--- config.mk ---
export PLATFORM = sky130hd
export DESIGN_NAME = adc_frame_buffer
export DESIGN_NICKNAME = d
export VERILOG_FILES = /design/src/rtl/adc_frame_buffer.sv
export SDC_FILE = /design/constraint.sdc
export NUM_CORES = 1
export LEC_CHECK = 0
export ABC_AREA = 1
export BUFFER_PORTS_ARGS = -buffer_cell sky130_fd_sc_hd__clkbuf_2
export CORE_MARGIN = 1.5
export CORE_UTILIZATION = 40
export CTS_CLUSTER_SIZE = 24
export DETAILED_ROUTE_END_ITERATION = 12
export SLEW_MARGIN = 30
export SYNTH_ARGS = -nofsm -noshare
export SYNTH_HDL_FRONTEND = slang
export SYNTH_SLANG_ARGS = --single-unit
--- constraint.sdc ---
create_clock -name i_Clk -period 5.3 [get_ports i_Clk]
set_clock_uncertainty 0.15 [all_clocks]
set_input_delay 0.265 -clock i_Clk [delete_from_list [all_inputs] [get_ports i_Clk]]
set_output_delay 0.265 -clock i_Clk [all_outputs]
set_load 0.02 [all_outputs]
--- src/rtl/adc_frame_buffer.sv ---
// adc_frame_buffer: gathers a DEPTH-sample frame from the ADC reader,
// then streams it word-by-word through the SPI master TX handshake.
module adc_frame_buffer #(
    parameter int DATA_W = 16,
    parameter int DEPTH  = 8
) (
    input  logic              i_Clk,
    input  logic              i_Rst_L,
    input  logic [DATA_W-1:0] i_Data,
    input  logic              i_DV,
    input  logic              i_TX_Ready,
    output logic [DATA_W-1:0] o_TX_Byte,
    output logic              o_TX_DV,
    output logic              o_Frame_Start,
    output logic              o_Busy,
    output logic [7:0]        o_Drop_Count
);

    localparam int AW = $clog2(DEPTH);
    localparam logic [AW-1:0] LAST = AW'(DEPTH - 1);
    localparam logic [AW-1:0] ONE  = AW'(1);

    typedef enum logic [1:0] {
        FILL,
        ISSUE,
        WAIT_ACK,
        WAIT_DONE
    } state_t;

    state_t            state;
    logic [DATA_W-1:0] mem [DEPTH];
    logic [AW-1:0]     wr_ptr;
    logic [AW-1:0]     rd_ptr;

    // Sample storage: written only while a frame is being collected
    always_ff @(posedge i_Clk) begin
        if (i_Rst_L && state == FILL && i_DV) begin
            mem[wr_ptr] <= i_Data;
        end
    end

    // Count samples that arrive while the frame is draining; saturates
    always_ff @(posedge i_Clk) begin
        if (!i_Rst_L) begin
            o_Drop_Count <= 8'd0;
        end else if (i_DV && state != FILL && o_Drop_Count != 8'hFF) begin
            o_Drop_Count <= o_Drop_Count + 8'd1;
        end
    end

    // Frame sequencer with registered strobes and busy flag
    always_ff @(posedge i_Clk) begin
        if (!i_Rst_L) begin
            state         <= FILL;
            wr_ptr        <= '0;
            rd_ptr        <= '0;
            o_TX_Byte     <= '0;
            o_TX_DV       <= 1'b0;
            o_Frame_Start <= 1'b0;
            o_Busy        <= 1'b0;
        end else begin
            o_TX_DV       <= 1'b0;
            o_Frame_Start <= 1'b0;
            unique case (state)
                FILL: begin
                    if (i_DV) begin
                        wr_ptr <= wr_ptr + ONE;
                        if (wr_ptr == LAST) begin
                            rd_ptr <= '0;
                            state  <= ISSUE;
                            o_Busy <= 1'b1;
                        end
                    end
                end
                ISSUE: begin
                    if (i_TX_Ready) begin
                        o_TX_Byte     <= mem[rd_ptr];
                        o_TX_DV       <= 1'b1;
                        o_Frame_Start <= (rd_ptr == '0);
                        state         <= WAIT_ACK;
                    end
                end
                WAIT_ACK: begin
                    if (!i_TX_Ready) begin
                        state <= WAIT_DONE;
                    end
                end
                WAIT_DONE: begin
                    if (i_TX_Ready) begin
                        if (rd_ptr == LAST) begin
                            rd_ptr <= '0;
                            state  <= FILL;
                            o_Busy <= 1'b0;
                        end else begin
                            rd_ptr <= rd_ptr + ONE;
                            state  <= ISSUE;
                        end
                    end
                end
            endcase
        end
    end

endmodule

==> impl_metrics.tcl, run 1 <==
set metrics [dict create \
    core_area_um2 17400 \
    finalSetupViolations 0 \
    synth-edff-count 128 \
    syn_to_final_growth_pct 16.4 \
    drt_iter0_markers 356 \
    grt_max_degree 67 \
    drive_gt1_share_pct 13.5 \
    p_seq_share_pct 41.4 \
    grt_pass1_vias 4515 \
    ys_async_sr_fraction_pct 0 \
    maxCapViolCount 0 \
    clock-root-buffer "clkbuf_16" \
    final.setup.tns_ns 0 \
    post-route-min-period_ns 2.53 \
    synth.area.top_cells "edfxtp_1 (54%), dfxtp_1 (9.8%), nand2_1 (9.8%)" \
    p_leak_nw 3.63 \
    grt_pass1_wl_mm 23.8 \
    synth_cell_type_count 27 \
    swShare_pct 34.0 \
    drcViolationCount 0 \
    p_clk_share_pct 32.7 \
    num_vias 4884 \
    critPathTopFamily "simple AND/OR/NAND/NOR gates" \
    ir_drop_uv 474 \
    rows 48 \
    fin_crit_sh_pct 47.7 \
    cts_buffers 17 \
    met1_usage_pct 22.6 \
    gp_congestion 0.768 \
    yosys.area.top_type "edfxtp_1" \
    hold_viol 0 \
    internal_power_w 0.00253 \
    final_area_um2 8290 \
    synth_nets 771 \
    slew_headroom_pct 36.8 \
    cp_slowest_stage_delay_ns 0.69 \
    nFillCells 1605 \
    grt_setup_unrepaired "no" \
    status "finished, final reports clean" \
    cts.sinks 163 \
    io_pins 47 \
    crit_chain "inv_1 -> ha_1 -> nand3_1 -> nor3_2 -> buf_4" \
    dp_hpwl_mm 8.88 \
    avgSynthCellArea_um2 9.61 \
    met2_usage_pct 28.2 \
    endpoint_kind "register" \
    crit_slowest_cell "nor3_2" \
    crit_start "state[1]" \
    overflow 0 \
    synth_area_um2 7120 \
    hp-class "input pin to register" \
    crit_type "register to register" \
    crit_arrival_ns 2.51 \
    routed_wl_mm 15.0 \
    cts_tree "built" \
    path_clk_slew_ns 0.07 \
    crit_path_start_kind "register" \
    syn-instance-count 741 \
    firstDrtPassIters 5 \
    synth_ff_type "edfxtp_1" \
    synth_seq_area_share_pct 63.8 \
    route.detailed.wl_per_inst_um 14.6 \
    insertion_delay_ns 0.43 \
    multi_input_area_um2 1870 \
    max_freq_ghz 0.395 \
    diodes 0 \
    finalNetCount 824 \
    ys_warn_count 0 \
    cp_max_fo 9 \
    drv_slew 0 \
    via_per_inst 4.73 \
    switching_power_w 0.00130 \
    htreeDepth 4 \
    track_usage_pct 17.3 \
    ys_ff_latch 163 \
    ant_nets 0 \
    comb_power_share_pct 25.9 \
    cp.required_ns 5.28 \
    seqCellArea_um2 4550 \
    grt-busiest-layer "met2" \
    tightest_slew_ns 0.947 \
    dpl_cell_area_um2 7540 \
    placement.io_buffers 46 \
    cts_buffer_depth 2 \
    cts_setup_buffers 0 \
    fp.dieW_um 136 \
    antenna_found_initial 0 \
    initial_core_util_pct 41.0 \
    holdCritStartpoint "i_Data[11]" \
    synth_top_area_share_pct 54.0 \
    p_per_area_nw_per_um2 462 \
    die_h_um 136 \
    dieArea_um2 18600 \
    worst-path-buf-inv 2 \
    timing.rr.start "state[1]" \
    met3_usage_pct 4.81 \
]
final timing paths:
check / slack [ns] / to / cells after the start
worst max-delay path: 2.77 / mem[2][11] / 5
worst min-delay path: 0.008 / mem[6][11] / 1
worst max register to register: 2.77 / mem[2][11] / 5
worst min register to register: 0.33 / o_Busy / 2
cell type report:
cell class	count	share of cell area, %
inverter	152	6.91
tap	225	3.40
clock buffer	18	5.30
timing repair buffer	65	4.89
clock inverter	14	2.05
multi-input combinational	395	22.6
sequential	163	54.9
what timing repair did:
item                      CTS  global route
hold endpoints to repair   86             0
hold buffers               13             0
gates resized for setup     0             0
cells in the final DEF, fill, tap and decap left out, types with 2 or more instances in the layout:
master	instances
nor3_2	5
edfxtp_1	128
dfxtp_1	33
nor2_1	23
nor2_2	2
nor2_4	4
clkinv_4	2
o21ai_0	17
dlygate4sd3_1	13
inv_1	145
clkbuf_2	46
bufinv_16	2
nor3_1	2
nand4_1	4
nand2_1	186
dfxtp_2	2
o21ai_1	4
inv_6	3
clkinvlp_4	3
inv_2	5
inv_8	2
a21oi_1	24
ha_1	10
nand2_2	3
nand3_1	106
clkbuf_16	17
buf_4	6
logic make-up (layout without fill, tap and decap cells):
group                      count (synthesis)  count (layout)  synth area share [%]
xor gates and xnor gates                   1               1                 0.123
buffers and inverters                    183             249                  10.5
and+or+nand+nor                          337             337                  20.4
AOI/OAI and AO/OA                         47              47                  3.41
adders and majority gates                 10              10                  1.76
DFF                                      163             163                  63.8
per-stage QoR:
step                      utilization (%)  setup WS, ns  cells  total power [W]  hold WS (ns)
after floorplan                         -          2.80    741          0.00235         0.214
after global placement               43.4          2.65    987          0.00259         0.313
after detailed placement             43.4          2.59    987          0.00260         0.316
after CTS                            47.7          2.72   1032          0.00386       0.00432
after global routing                 47.8          2.55   1032          0.00405        0.0118
final                                47.8          2.77   1032          0.00383       0.00842
power by group through the flow:
stage	Combinational [W]	Sequential, W	Clock [W]
floorplan	0.000736	0.00162	0
detailed placement	0.000988	0.00161	0
finish	0.000991	0.00159	0.00125
global placement	0.000983	0.00161	0
CTS	0.000998	0.00159	0.00127
global route	0.00112	0.00160	0.00133
flip-flops by register name (all words and copies together) (netlist names):
signal	count
mem	128
o_Busy	1
o_Drop_Count	8
o_Frame_Start	1
o_TX_Byte	16
o_TX_DV	1
rd_ptr	3
state	2
wr_ptr	3
cell usage after synthesis, types with 2 or more instances:
cell type,count
nand2_2,3
inv_1,145
nand2_1,186
a21oi_1,24
nor3_1,6
inv_2,6
edfxtp_1,128
nand3_1,106
nand4_1,4
clkbuf_1,7
buf_2,14
o21ai_1,4
ha_1,10
dfxtp_1,35
nor2_4,2
buf_4,7
buf_6,2
nor2_1,27
o21ai_0,17
metal layers:
layer | vias to the layer above | routed length, µm
met5 | - | 0
met2 | 103 | 7030
met1 | 2287 | 7180
met4 | 0 | 189
met3 | 15 | 642
li1 | 2479 | -
Note: power is estimated with default switching activity, not from simulation.
==> run 2, diff against run 1 <==
- ABC_AREA: 1 -> 0
- clock period: 5.3 -> 2.3 ns (I/O delays scaled with it)
==> run 2 against run 1 <==
Effect of this change: critical path depth increased by 1; final area fell by 8.1%; power rose by 64%; wire length shrank 20%.
==> impl_metrics.tcl, run 2 <==
set metrics [dict create \
    status "finished, final reports clean" \
    crit_type "register to register" \
    maxCapViolCount 0 \
    slew_headroom_pct 78.9 \
    clock-root-buffer "clkbuf_16" \
    drive_gt1_share_pct 29.1 \
    dieArea_um2 16300 \
    endpoint_kind "register" \
    post-route-min-period_ns 2.03 \
    tightest_slew_ns 0.315 \
    num_vias 3369 \
    hp-class "register to register" \
    cts_tree "built" \
    syn_to_final_growth_pct 22.2 \
    htreeDepth 4 \
    ir_drop_uv 512 \
    synth_cell_type_count 37 \
    route.detailed.wl_per_inst_um 18.6 \
    dp_hpwl_mm 7.13 \
    ys_ff_latch 163 \
    power_w 0.00626 \
    cp_max_fo 16 \
    path_clk_slew_ns 0.06 \
    yosysMostFrequentCell "edfxtp_1" \
    hold_viol 0 \
    synth_ff_type "edfxtp_1" \
    yosys.area_share.simple_pct 5.42 \
    ant_nets 0 \
    grt_max_degree 36 \
    holdPathStages 2 \
    nFillCells 1246 \
    yosys.area.top_type "edfxtp_1" \
    max_freq_ghz 0.493 \
    worst-path-stages 6 \
    rr_worst_depth 6 \
    critPathTopFamily "simple AND/OR/NAND/NOR gates" \
    io_pins 47 \
    track_usage_pct 16.0 \
    fp.dieW_um 128 \
    synth_area_um2 6230 \
    switching_power_w 0.00121 \
    firstDrtPassIters 5 \
    synth_top_family_by_area "multiplexers" \
    finalSetupViolations 0 \
    ys_async_sr_fraction_pct 0 \
    synth-compound-area-share_pct 5.42 \
    overflow 0 \
    synth_top_area_share_pct 61.6 \
    cts_buffers 17 \
    placement.io_buffers 46 \
    gp_congestion 0.748 \
    final_cell_mix "edfxtp_1 (128), clkbuf_2 (46), dfxtp_1 (34)" \
    drv_slew 0 \
    largest_reg_flops 128 \
    p_per_area_nw_per_um2 822 \
    p_clk_share_pct 46.1 \
    core_area_um2 15200 \
    p_seq_share_pct 51.5 \
    synth_xor_area_share_pct 0.421 \
    die_h_um 128 \
    final_common_cell "edfxtp_1" \
    cts.sinks 163 \
    diodes 0 \
    synth-edff-count 128 \
    drcViolationCount 0 \
    cts_setup_buffers 0 \
    synthAdderAreaFrac_pct 2.01 \
    cp.required_ns 2.25 \
    rows 45 \
    crit_path_start_kind "register" \
    initial_core_util_pct 41.0 \
    comb_power_share_pct 2.4 \
    utilization_pct 50.1 \
    synth_common_cells "edfxtp_1 (128), dfxtp_1 (35), mux4_2 (32), nor2_1 (32), o21ai_0 (22)" \
    crit_slowest_cell "or3_1" \
    avgSynthCellArea_um2 17.3 \
    grt_setup_unrepaired "no" \
    grt_pass1_vias 3452 \
    synth.area.top_cells "edfxtp_1 (62%), mux4_2 (12%), dfxtp_1 (11%)" \
    syn-instance-count 361 \
    antenna_found_initial 0 \
    worst-path-buf-inv 2 \
    top_regs "mem x128, o_TX_Byte x16, o_Drop_Count x8" \
    drt_iter0_markers 239 \
    synth_seq_area_share_pct 72.9 \
    ys_warn_count 0 \
    p_leak_nw 2.65 \
    post_synth_mux_area_share_pct 12.2 \
    insertion_delay_ns 0.42 \
    synth_nets 391 \
    via_per_inst 5.20 \
    cp_slowest_stage_delay_ns 0.41 \
    finalNetCount 477 \
    grt_pass1_wl_mm 19.0 \
    swShare_pct 19.3 \
    worst_hold_slack_ns 0.345 \
    largest_register "mem" \
    routed_wl_mm 12.1 \
    fin_crit_sh_pct 88.2 \
    cts_buffer_depth 2 \
    internal_power_w 0.00505 \
    crit_arrival_ns 1.97 \
    crit_chain "inv_1 -> ha_1 -> nand2_1 -> or3_1 -> nor2_1 -> buf_4" \
]
run 2: cell types whose count changed after synthesis, sizes merged, moves of 16 or more:
| cell | before | now |
|---|---|---|
| buf | 24 | 8 |
| mux4 | 0 | 32 |
| inv | 151 | 5 |
| a21oi | 25 | 9 |
| nand3 | 106 | 6 |
| nand2 | 190 | 10 |
| o22ai | 0 | 16 |
run 2: tightest hold or removal path: cells and delay by family, from the launching register on:
family / cells / cell delay (ns)
flops: 1 / 0.33
simple gates: 1 / 0.06
compound gates: 1 / 0.05
run 2: through the flow:
stage / cell area (µm²) / worst slack (ns) / TNS (ns) / instances
5_1_grt: 7620 / 0.144 / 0 / 648
3_5_place_dp: 6820 / 0.270 / 0 / 597
4_1_cts: 7620 / 0.247 / 0 / 648
6_report: 7620 / 0.272 / 0 / 648
2_1_floorplan: 6240 / -0.112 / -6.00 / 361
3_3_place_gp: 6820 / 0.327 / 0 / 597
run 2: worst paths after layout:
path	start	end	slack [ns]
worst max-delay path	state[0]	mem[5][2]	0.27
worst min-delay path	wr_ptr[1]	wr_ptr[1]	0.34
worst max register to register	state[0]	mem[5][2]	0.27
worst min register to register	wr_ptr[1]	wr_ptr[1]	0.34
run 2: layout make-up:
class | count | area, µm² | area share (%)
tap | 188 | 235 | 3.09
sequential | 163 | 4550 | 59.7
inverter | 6 | 22.5 | 0.296
multi-input combinational | 176 | 1600 | 21.0
clock inverter | 11 | 149 | 1.95
timing repair buffer | 83 | 606 | 7.95
clock buffer | 21 | 460 | 6.05
run 2: power groups by stage:
stage	sequential, W	combinational [W]	clock (W)
after floorplan	0.00328	0.0000571	0
after global placement	0.00328	0.000126	0
after detailed placement	0.00329	0.000130	0
after CTS	0.00322	0.000156	0.00296
after global routing	0.00322	0.000170	0.00307
final	0.00322	0.000153	0.00289
run 2: kinds of logic (layout without fill, tap and decap cells):
logic type,count (synthesis),after routing
adder cells (fa/ha/maj),10,10
XOR/XNOR,3,3
AND/OR/NAND/NOR,70,70
flip-flops,163,163
AO/OA/AOI/OAI,57,57
multiplexers,36,36
buffers and inverters,22,121
run 2: what timing repair did:
item,4_1_cts,5_1_grt
hold buffers,19,0
endpoints found under the hold margin,134,0
resized for setup,0,0
run 2: layer usage:
layer  vias to the layer above  global-route usage (%)  part of all wire (%)
li1                       1603                       -                     -
met1                      1684                    21.5                    47
met2                        67                    25.2                    48
met3                        15                    4.30                   3.6
met4                         0                    5.95                   1.3
met5                         -                       0                     0
==> run 3, diff against run 2 <==
- GPL_TIMING_DRIVEN: not set -> 0
- clock period: 2.3 -> 2.42 ns (I/O delays scaled with it)
==> run 3 against run 2 <==
Effect of this change: first-iteration DRC count grew 10%; final area is 1.7% higher; global-route usage increased by 1.1 points; register-to-register slack got worse by 0.09 ns; via count up 4.5%; die area stayed put; sequential share of layout area down 1.0 points; final cell count grew 1.5%.
==> impl_metrics.tcl, run 3 (same netlist as run 2, synthesis figures left out) <==
set metrics [dict create \
    status "finished, final reports clean" \
    drive_gt1_share_pct 30.0 \
    maxCapViolCount 0 \
    cts_buffer_depth 2 \
    finalSetupViolations 0 \
    path_clk_slew_ns 0.06 \
    power_w 0.00587 \
    grt_max_degree 17 \
    fin_ws_ns 0.174 \
    grt_setup_unrepaired "no" \
    hold_viol 0 \
    final_cell_mix "edfxtp_1 (128), clkbuf_2 (47), dfxtp_1 (35)" \
    grt_pass1_vias 3479 \
    diodes 0 \
    ant_nets 0 \
    final_area_um2 7750 \
    die_h_um 128 \
    drv_slew 0 \
    crit_arrival_ns 2.23 \
    endpoint_kind "register" \
    top_regs "mem x128, o_TX_Byte x16, o_Drop_Count x8" \
    track_usage_pct 17.1 \
    overflow 0 \
    hp-class "input pin to register" \
    multi_input_area_um2 1660 \
    route.detailed.wl_per_inst_um 19.8 \
    cts_buffers 17 \
    finalNetCount 487 \
    place_ws_ns -0.169 \
    tightest_slew_ns 0.871 \
    fp.dieW_um 128 \
    htreeDepth 4 \
    syn_to_final_growth_pct 24.3 \
    initial_core_util_pct 41.0 \
    largest_register "mem" \
    cts.sinks 163 \
    drt_iter0_markers 264 \
    fin_crit_sh_pct 92.8 \
    final_cell_count_no_fill 658 \
    num_vias 3520 \
    drcViolationCount 0 \
    routed_wl_mm 13.0 \
    ir_drop_uv 596 \
    dieArea_um2 16300 \
    io_pins 47 \
    p_leak_nw 2.66 \
    seqCellArea_um2 4540 \
    crit_path_start_kind "input pin" \
    placed_cells 596 \
    dpl_cell_area_um2 6790 \
    crit_type "input pin to register" \
    p_per_area_nw_per_um2 758 \
    cp_max_fo 10 \
    grt_pass1_wl_mm 20.0 \
    insertion_delay_ns 0.43 \
    antenna_found_initial 0 \
    max_freq_ghz 0.445 \
    core_area_um2 15200 \
    firstDrtPassIters 4 \
    final_common_cell "edfxtp_1" \
    cts_tree "built" \
    placement.io_buffers 45 \
    nFillCells 1249 \
    gp_congestion 0.728 \
    rows 45 \
    via_per_inst 5.35 \
    post-route-min-period_ns 2.25 \
    largest_reg_flops 128 \
    slew_headroom_pct 42.0 \
    dp_hpwl_mm 7.74 \
    clock-root-buffer "clkbuf_16" \
    cp.required_ns 2.41 \
]
## run 3: area by class of cell
type / count / share of cell area, %
Multi-Input combinational cell: 176 / 21.4
Clock buffer: 24 / 6.22
Tap cell: 188 / 3.04
Buffer: 16 / 1.07
Timing Repair Buffer: 77 / 7.98
Clock inverter: 8 / 1.32
Sequential cell: 163 / 58.7
Inverter: 6 / 0.291
## run 3: what timing repair did
item / in CTS / in global routing
hold buffers: 20 / 0
endpoints found under the hold margin: 139 / 0
gates resized for setup: 2 / 1
endpoints found under the setup margin: 78 / 64
pin swaps: 5 / 3
buffers inserted: 7 / 3
## run 3: metal layers
metal	vias up	routed length (µm)	track usage, %
li1	1619	-	-
met1	1803	6240	24.3
met2	82	5960	25.6
met3	16	630	4.55
met4	0	179	6.35
met5	-	0	0
## run 3: final timing paths
kind / depth (start not counted) / start / endpoint / slack [ns]
worst min register to register: 2 / o_Busy / o_Busy / 0.35
worst min-delay path: 2 / i_Rst_L / o_Drop_Count[4] / 0.05
worst max-delay path: 6 / i_Rst_L / mem[0][10] / 0.17
worst max register to register: 8 / state[1] / o_TX_Byte[12] / 0.18
## run 3: power breakdown
part,total [W],switching (W),internal [W]
Sequential,0.00307,0.0000140,0.00305
Clock,0.00264,0.00104,0.00160
Combinational,0.000165,0.0000893,0.0000754
## run 3: stage by stage
step / setup TNS (ns) / hold slack (ns) / util (%)
global route: 0 / 0.0550 / 51.0
detailed placement: -5.94 / 0.253 / 44.7
finish: 0 / 0.0541 / 51.0
global placement: -80.76 / 0.243 / 44.1
CTS: 0 / 0.0507 / 50.5
floorplan: 0 / 0.0699 / -
## run 3: worst max-delay path: stages
cell and delay [ns]:
dlygate4sd3_1 0.54, buf_2 0.27, clkinv_1 0.28, or3_4 0.51, nor3_4 0.31, buf_8 0.19
